[src/rtl/iram_loader_pkg.sv]
// Shared types for the instruction-RAM program loader: FSM states and result codes.
package iram_loader_pkg;

    typedef enum logic [2:0] {
        IDLE,
        LOAD,
        FLUSH,
        VERIFY,
        CHECK,
        DONE
    } state_e;

    localparam int unsigned ERR_W = 2;

    localparam logic [ERR_W-1:0] ERR_OK     = 2'd0;
    localparam logic [ERR_W-1:0] ERR_BADCNT = 2'd1;
    localparam logic [ERR_W-1:0] ERR_ABORT  = 2'd2;
    localparam logic [ERR_W-1:0] ERR_CKSUM  = 2'd3;

endpackage

[src/rtl/iram_loader_cksum.sv]
// 32-bit running sum register (modulo 2^32) with synchronous clear; clear wins over add.
module iram_loader_cksum (
    input  logic        clk,
    input  logic        rst,
    input  logic        clr,
    input  logic        add,
    input  logic [31:0] value,
    output logic [31:0] sum
);

    always_ff @(posedge clk or posedge rst) begin
        if (rst) begin
            sum <= 32'h0;
        end else if (clr) begin
            sum <= 32'h0;
        end else if (add) begin
            sum <= sum + value;
        end
    end

endmodule

[src/rtl/iram_loader.sv]
// Program-load controller: streams an image into instruction RAM port B and stalls the CPU meanwhile.
// Define IRAM_LOADER_VERIFY_EN to add read-back verification against a running checksum.
module iram_loader
    import iram_loader_pkg::*;
#(
    parameter logic [31:0] BASE_ADDR = 32'h0000_0000,
    parameter int unsigned MAX_WORDS = 4096,
    parameter int unsigned CW        = $clog2(MAX_WORDS + 1)
) (
    input  logic             clk,
    input  logic             rst,
    input  logic             start,
    input  logic             abort,
    input  logic [CW-1:0]    word_count,
    input  logic             in_valid,
    input  logic [31:0]      in_data,
    output logic             in_ready,
    output logic [31:2]      ram_addrb,
    output logic [31:0]      ram_dinb,
    output logic             ram_web,
    input  logic [31:0]      ram_doutb,
    output logic             cpu_hold,
    output logic             busy,
    output logic             done,
    output logic [ERR_W-1:0] err
);

    localparam logic [29:0] BASE_W = BASE_ADDR[31:2];

    state_e          state;
    logic [CW-1:0]   n_words;
    logic [CW-1:0]   idx;
    logic            start_ok_c;

    assign start_ok_c = start && (word_count != '0) && (word_count <= CW'(MAX_WORDS));

`ifdef IRAM_LOADER_VERIFY_EN
    logic [31:0] wr_sum;
    logic [31:0] rd_sum;
    logic        rd_pend;
    logic        sum_clr_c;
    logic        wr_add_c;
    logic        rd_add_c;
    logic        cksum_bad_c;

    assign sum_clr_c   = (state == IDLE) && start_ok_c;
    assign wr_add_c    = (state == LOAD) && in_valid && in_ready && !abort;
    // read data lags its address by one cycle, so the first VERIFY cycle has nothing to add
    assign rd_add_c    = (state == VERIFY) && rd_pend && !abort;
    assign cksum_bad_c = (rd_sum + ram_doutb) != wr_sum;

    iram_loader_cksum u_wr_sum (
        .clk   (clk),
        .rst   (rst),
        .clr   (sum_clr_c),
        .add   (wr_add_c),
        .value (in_data),
        .sum   (wr_sum)
    );

    iram_loader_cksum u_rd_sum (
        .clk   (clk),
        .rst   (rst),
        .clr   (sum_clr_c),
        .add   (rd_add_c),
        .value (ram_doutb),
        .sum   (rd_sum)
    );
`else
    logic unused_doutb_c;
    assign unused_doutb_c = ^ram_doutb;
`endif

    // Load sequencer; every output is registered alongside the state it belongs to
    always_ff @(posedge clk or posedge rst) begin
        if (rst) begin
            state     <= IDLE;
            n_words   <= '0;
            idx       <= '0;
            in_ready  <= 1'b0;
            ram_addrb <= '0;
            ram_dinb  <= 32'h0;
            ram_web   <= 1'b0;
            cpu_hold  <= 1'b0;
            busy      <= 1'b0;
            done      <= 1'b0;
            err       <= ERR_OK;
`ifdef IRAM_LOADER_VERIFY_EN
            rd_pend   <= 1'b0;
`endif
        end else begin
            ram_web <= 1'b0;
            done    <= 1'b0;
`ifdef IRAM_LOADER_VERIFY_EN
            rd_pend <= (state == VERIFY);
`endif
            if ((state != IDLE) && abort) begin
                state    <= IDLE;
                err      <= ERR_ABORT;
                in_ready <= 1'b0;
                busy     <= 1'b0;
                cpu_hold <= 1'b0;
            end else begin
                case (state)
                    IDLE: begin
                        if (start_ok_c) begin
                            n_words  <= word_count;
                            idx      <= '0;
                            err      <= ERR_OK;
                            state    <= LOAD;
                            in_ready <= 1'b1;
                            busy     <= 1'b1;
                            cpu_hold <= 1'b1;
                        end else if (start) begin
                            err <= ERR_BADCNT;
                        end
                    end
                    LOAD: begin
                        if (in_valid && in_ready) begin
                            ram_web   <= 1'b1;
                            ram_addrb <= BASE_W + 30'(idx);
                            ram_dinb  <= in_data;
                            idx       <= idx + CW'(1);
                            if (idx + CW'(1) == n_words) begin
                                state    <= FLUSH;
                                in_ready <= 1'b0;
                            end
                        end
                    end
                    FLUSH: begin
`ifdef IRAM_LOADER_VERIFY_EN
                        // issue the first read here so VERIFY holds exactly N read cycles
                        state     <= VERIFY;
                        ram_addrb <= BASE_W;
                        idx       <= CW'(1);
`else
                        state <= DONE;
                        done  <= 1'b1;
`endif
                    end
`ifdef IRAM_LOADER_VERIFY_EN
                    VERIFY: begin
                        if (idx == n_words) begin
                            state <= CHECK;
                        end else begin
                            ram_addrb <= BASE_W + 30'(idx);
                            idx       <= idx + CW'(1);
                        end
                    end
                    CHECK: begin
                        if (cksum_bad_c) begin
                            err <= ERR_CKSUM;
                        end
                        state <= DONE;
                        done  <= 1'b1;
                    end
`endif
                    DONE: begin
                        state    <= IDLE;
                        busy     <= 1'b0;
                        cpu_hold <= 1'b0;
                    end
                    default: begin
                        state    <= IDLE;
                        in_ready <= 1'b0;
                        busy     <= 1'b0;
                        cpu_hold <= 1'b0;
                    end
                endcase
            end
        end
    end

endmodule

[config.mk]
export PLATFORM = sky130hd
export DESIGN_NAME = iram_loader
export DESIGN_NICKNAME = d
export VERILOG_FILES = /design/src/rtl/iram_loader_pkg.sv /design/src/rtl/iram_loader_cksum.sv /design/src/rtl/iram_loader.sv
export SDC_FILE = /design/constraint.sdc
export NUM_CORES = 1
export LEC_CHECK = 0
export ABC_CLOCK_PERIOD_IN_PS = 3300
export BUFFER_PORTS_ARGS = -buffer_cell sky130_fd_sc_hd__buf_2
export CAP_MARGIN = 10
export CORE_MARGIN = 5
export CORE_UTILIZATION = 49
export DETAILED_ROUTE_END_ITERATION = 8
export PLACE_DENSITY = 0.8
export SLEW_MARGIN = 20
export SYNTH_ARGS = -nofsm -noshare
export SYNTH_HDL_FRONTEND = slang
export SYNTH_HIERARCHICAL = 1
export SYNTH_SLANG_ARGS = --single-unit
[constraint.sdc]
create_clock -name clk -period 3.3 [get_ports clk]
set_clock_uncertainty 0.2 [all_clocks]
set_input_delay 0.33 -clock clk [delete_from_list [all_inputs] [get_ports clk]]
set_output_delay 0.33 -clock clk [all_outputs]
set_load 0.05 [all_outputs]
# Word level (Yosys, flattened, before mapping)
# Cells that the tools add are included.
# word_totals
reg_bits	80
elab_cells	67
# classes
n_eq_ne	11
n_addsub	1
order_cmp	1
n_reduce_logical	19
mux	24
bitwise_logic	1
# ops
cell	count
13-bit two-way mux	2
13-bit one-hot mux with 2 select lines	1
13-bit by 1-bit adder with 13-bit output (second input constant)	1
13-bit == test	1
13-bit <= comparator (second input constant)	1
13-bit nonzero test	1
3-bit two-way mux	4
1-bit two-way mux	10
3-bit != test (second input constant)	3
3-bit one-hot mux with 3 select lines	1
3-bit AND reduction	3
2-bit two-way mux	4
4-bit AND reduction	2
3-bit nonzero test	2
1-bit logical AND	4
2-bit by 1-bit != test with 1-bit output (second input constant)	2
2-bit != test (second input constant)	2
2-bit AND reduction	2
2-bit nonzero test	2
2-bit OR reduction	2
3-bit by 1-bit == test with 1-bit output (second input constant)	1
3-bit by 2-bit == test with 1-bit output (second input constant)	1
3-bit == test (second input constant)	1
3-bit zero test	1
other kinds (3)	3

# Logic depth before layout (Yosys ltp)
# logic_depth
ltp_word	6
depth_mapped	10
depth_no_buf	7

# Worst setup path before layout
# OpenSTA, ideal clock, no wires.
# synth_timing
kind	register to register
startpoint	register idx[0]
endpoint	register in_ready
period_less_slack_ps	2109
path_slack_ps	1191
stages_incl_launch_ff	9
setup_time_ps	121
arrival_ps	1788
cell_sequence	dfrtp_1 ha_1 and2_1 clkbuf_1 nand4_1 xnor2_1 nor4_2 a31oi_1 o22a_1
# synth_via
elab_chain_len	4
# synth_rtl
item	line_no	text
start: declaration	iram_loader.sv:32	logic [CW-1:0] idx;
start signal: assignment	iram_loader.sv:123	idx <= idx + CW'(1);
13-bit by 1-bit adder with 13-bit output	iram_loader.sv:124	if (idx + CW'(1) == n_words) begin
13-bit == test	iram_loader.sv:124	
3-bit != test (no source line)	-	
4-bit AND reduction (no source line)	-	
end signal: assignment	iram_loader.sv:111	in_ready <= 1'b1;
end signal: assignment	iram_loader.sv:126	in_ready <= 1'b0;
end signal: assignment	iram_loader.sv:165	in_ready <= 1'b0;
end: declaration	iram_loader.sv:17	output logic in_ready,
# No other way between the ends.
# A chain may end at the register's enable or synchronous reset.

# Worst setup path after layout
# layout_timing
startpoint	register state[0]
endpoint	register idx[5]
# layout_via
elab_chain_len	4
elab_cells_between_ends	10
classes_between	3 x eq/ne; 1 x mux; 1 x bitwise; 5 x reduce/logical
# layout_rtl
item	line_no	text
start: declaration	iram_loader.sv:30	state_e state;
start signal: assignment	iram_loader.sv:77	state <= IDLE;
start signal: assignment	iram_loader.sv:98	state <= IDLE;
start signal: assignment	iram_loader.sv:110	state <= LOAD;
branches (longest 4 deep; another with 4-bit AND reduction)	-	
# Several ways; the timed one is not identified.

==> metrics.md <==
| Metric | Value |
|---|---|
| Fin cells | 656 |
| Post-CTS Resized | 0 |
| Minimum setup slack among reg-to-reg paths | 0.86 ns |
| Dpl ws | 0.897 ns |
| Die height | 99.0 um |
| Final instance area | 4900 sq um |
| Hold path depth | 2 |
| Synth Register Bits | 80 |
| Routed WL per cell | 13.9 um |
| CTS tree | done |
| M3 GR Usage | 0.0418 |
| Post-synthesis xor/xnor area fraction | 0.0271 |
| Seq/Total Area, Yosys | 0.516 |
| Placed cell count | 606 |
| Num ports | 151 |
| Tmin final | 2.44 ns |
| NumNets Final | 632 |
| Critical path class | reg -> reg |
| Worst Tran Pin Value | 0.709 ns |
| Routed WL | 9090 um |
| Static leakage | 2.58 nW |
| DP HPWL | 6210 um |
| Hold endpoint | n_words[1] |
| First-pass GRT wire length | 15100 um |
| Final-report hold violation count | 0 |
| Max frequency | 410 MHz |
| RR Endpoint | idx[5] |
| Core ar. | 7730 sq um |
| RSZ-0062 raised after global routing | false |
| CTS max path bufs | 2 |
| Relative slew slack | 0.527 |
| Share of cells above drive strength 1 | 0.262 |
| Design Power | 3.44 mW |
| Synth Warn # | 6 |
| Root buffer cell | clkbuf_8 |
| Reg clk slew, reported paths | 0.08 ns |
| Global Route met1 Usage | 0.242 |
| Setup WS post-layout | 0.859 ns |
| Synth Area in Simple Gates | 0.245 |
| Status | completed |
| Area growth, synth to finish | 26.2% |
| Num Clock Sinks | 80 |
| Vias in the first global route | 3293 |
| Most used routing layer | met2 |
| IO Port Bufs | 101 |
| Critical Path End Type | flop |
| Fin crit share | 0.740 |
| Critical-path maximum fanout | 30 |
| GR Layer Usage met2 | 0.314 |
| Peak supply drop | 0.431 mV |
| Initial antenna violation count | 0 |
| Detailed Route Iter0 Violations | 175 |
| GRT overflow | 0 |
| Synth Area per Inst | 9.11 sq um |
| Pre-antenna DRT Iters | 4 |
| Total CTS buffers | 9 |
| Clock latency on the worst-skew pair | 0.34 ns |
| GPL Wtd Cong | 0.880 |
| Pwr dens | 702 nW/um^2 |
| Total GRT Usage | 0.190 |
| Critical Path RT | 3.30 ns |
| Fraction of the mapped netlist area in compound gates | 0.0890 |
| Largest net degree at the start of global routing | 60 |
| DRC viols | 0 |
| Critical path arrival | 2.44 ns |
| Mux contribution to synthesized area | 0.0403 |
| Placed cell areas | 4340 sq um |
| Hold Crit Start | word_count[1] |
| Std-Cell Rows | 32 |
| Origin of the critical flop-to-flop path | state[0] |
| CP Launch Type | flop |
| Post-Synth Adder-Cell Area | 0.00322 |
| Top_reg_cell synth | dfrtp_1 |
| Max Slew Vio Count | 0 |
| Mapped Area | 3880 sq um |
| Drt via density | 5.03 |
| Initial Utilization | 0.502 |
| Diode count | 0 |
| Max Cap Viol | 0 |
| Class of the worst hold path | in -> reg |
| Path depth of the worst reg2reg path | 7 |
| Cell variety after synth | 52 |
| EDFF count, synth | 0 |
| DIE AREA | 9800 sq um |
| Post-route ant nets | 0 |
| CTS H-tree depth | 3 |
| Detailed-route via count | 3299 |
| Chip width | 99.0 um |
| Post-Synthesis Cells | 426 |
| Largest family of logic cells by synthesized area | simple AND/OR/NAND/NOR gates |
| Sum Neg Setup Slack | 0 ns |
| Async S/R FF share, synth | 1.00 |
| Final setup fails | 0 |
registers in the layout (all words and copies together), names as in the netlist:
| signal | flops |
|---|---|
| idx | 13 |
| ram_addrb | 13 |
| ram_web | 1 |
| err | 2 |
| state | 3 |
| done | 1 |
| ram_dinb | 32 |
| in_ready | 1 |
| busy | 1 |
| n_words | 13 |
worst max-delay path, stage by stage, from the launching register on:
cell and delay, ns:
dfrtp_1 0.48, nor3b_2 0.26, nand2b_1 0.12, or2_2 0.32
inv_2 0.42, nor2_4 0.18, o21ai_0 0.23, o31ai_1 0.10
worst max-delay path by stage:
stage,from,endpoint,slack [ns],depth (start not counted)
CTS,state[0],idx[5],0.89,7
finish,state[0],idx[5],0.86,7
floorplan,rst,busy,0.72,1
global route,state[0],idx[11],0.72,7
detailed placement,state[0],idx[5],0.90,7
global placement,idx[0],in_ready,0.95,7
cell usage after synthesis (4+ instances only):
library cell	instances	area [sq um]
xnor2_1	6	52.6
buf_2	13	65.1
o21ai_0	21	105
mux2_2	13	146
nor3_1	5	25.0
nand2_1	148	556
clkbuf_1	9	33.8
a21oi_1	14	70.1
o31ai_1	4	30.0
xor2_1	6	52.6
inv_1	5	18.8
nor4_1	6	37.5
buf_4	20	150
nand3_1	8	40.0
a31oi_1	4	25.0
nor2_1	11	41.3
dfrtp_1	80	2000
o21ai_1	5	25.0
nand4_1	4	25.0
routing by layer:
layer / share of wire / up-vias / wire length, um
met1: 0.44 / 1560 / 4010
met2: 0.49 / 104 / 4450
li1: - / 1631 / -
met5: 0 / - / 0
met4: 0.0077 / 0 / 70
met3: 0.061 / 4 / 559
cell families (layout without fill, tap and decap cells):
logic type / count (synthesis) / count (layout)
simple gates: 208 / 208
flops: 80 / 80
compound gates: 59 / 59
buf+inv: 51 / 163
mux: 14 / 14
xor+xnor: 12 / 12
fa+ha+maj: 1 / 1
other cells: 1 / 17
report_power, final:
part / total [mW] / switching, mW / internal, mW
registers: 1.34 / 0.137 / 1.20
clock network: 0.787 / 0.341 / 0.446
logic: 1.32 / 0.993 / 0.323
total: 3.44 / 1.47 / 1.97
stage by stage:
step            util  hold WS (ns)
3_3_place_gp   0.561         0.249
5_1_grt        0.634        0.0228
6_report       0.634        0.0384
4_1_cts        0.634        0.0180
3_5_place_dp   0.561         0.252
2_1_floorplan      -         0.216
area by class of cell:
| cell class | count | area (sq um) |
|---|---|---|
| repair buffers | 141 | 891 |
| well taps | 102 | 128 |
| inverters | 6 | 23.8 |
| multi-input cells | 311 | 1630 |
| flip-flops and latches | 80 | 2000 |
| fillers | 654 | 2830 |
| clock inverters | 5 | 80.1 |
| clock buffers | 11 | 141 |
repair_timing:
action | 4_1_cts | 5_1_grt
hold buffers | 34 | 0
buffers inserted | 0 | 0
endpoints found under the hold margin | 72 | 0
cells in the final DEF (no fill, tap or decap), types with 2 or more instances in the layout:
master	instances
a21oi_1	14
a31oi_1	4
and2_1	3
and3_1	2
buf_2	101
buf_4	6
bufinv_16	2
clkbuf_8	10
clkinv_2	2
clkinvlp_4	2
conb_1	17
dfrtp_1	80
dlygate4sd3_1	34
inv_1	4
mux2_2	13
nand2_1	148
nand2b_1	2
nand3_1	8
nand3b_1	2
nand4_1	4
nor2_1	11
nor2b_1	3
nor3_1	5
nor4_1	6
o2111ai_1	2
o21ai_0	21
o21ai_1	5
o22ai_1	2
o31ai_1	4
xnor2_1	6
xor2_1	6
Note: power is estimated with default switching activity, not from simulation.
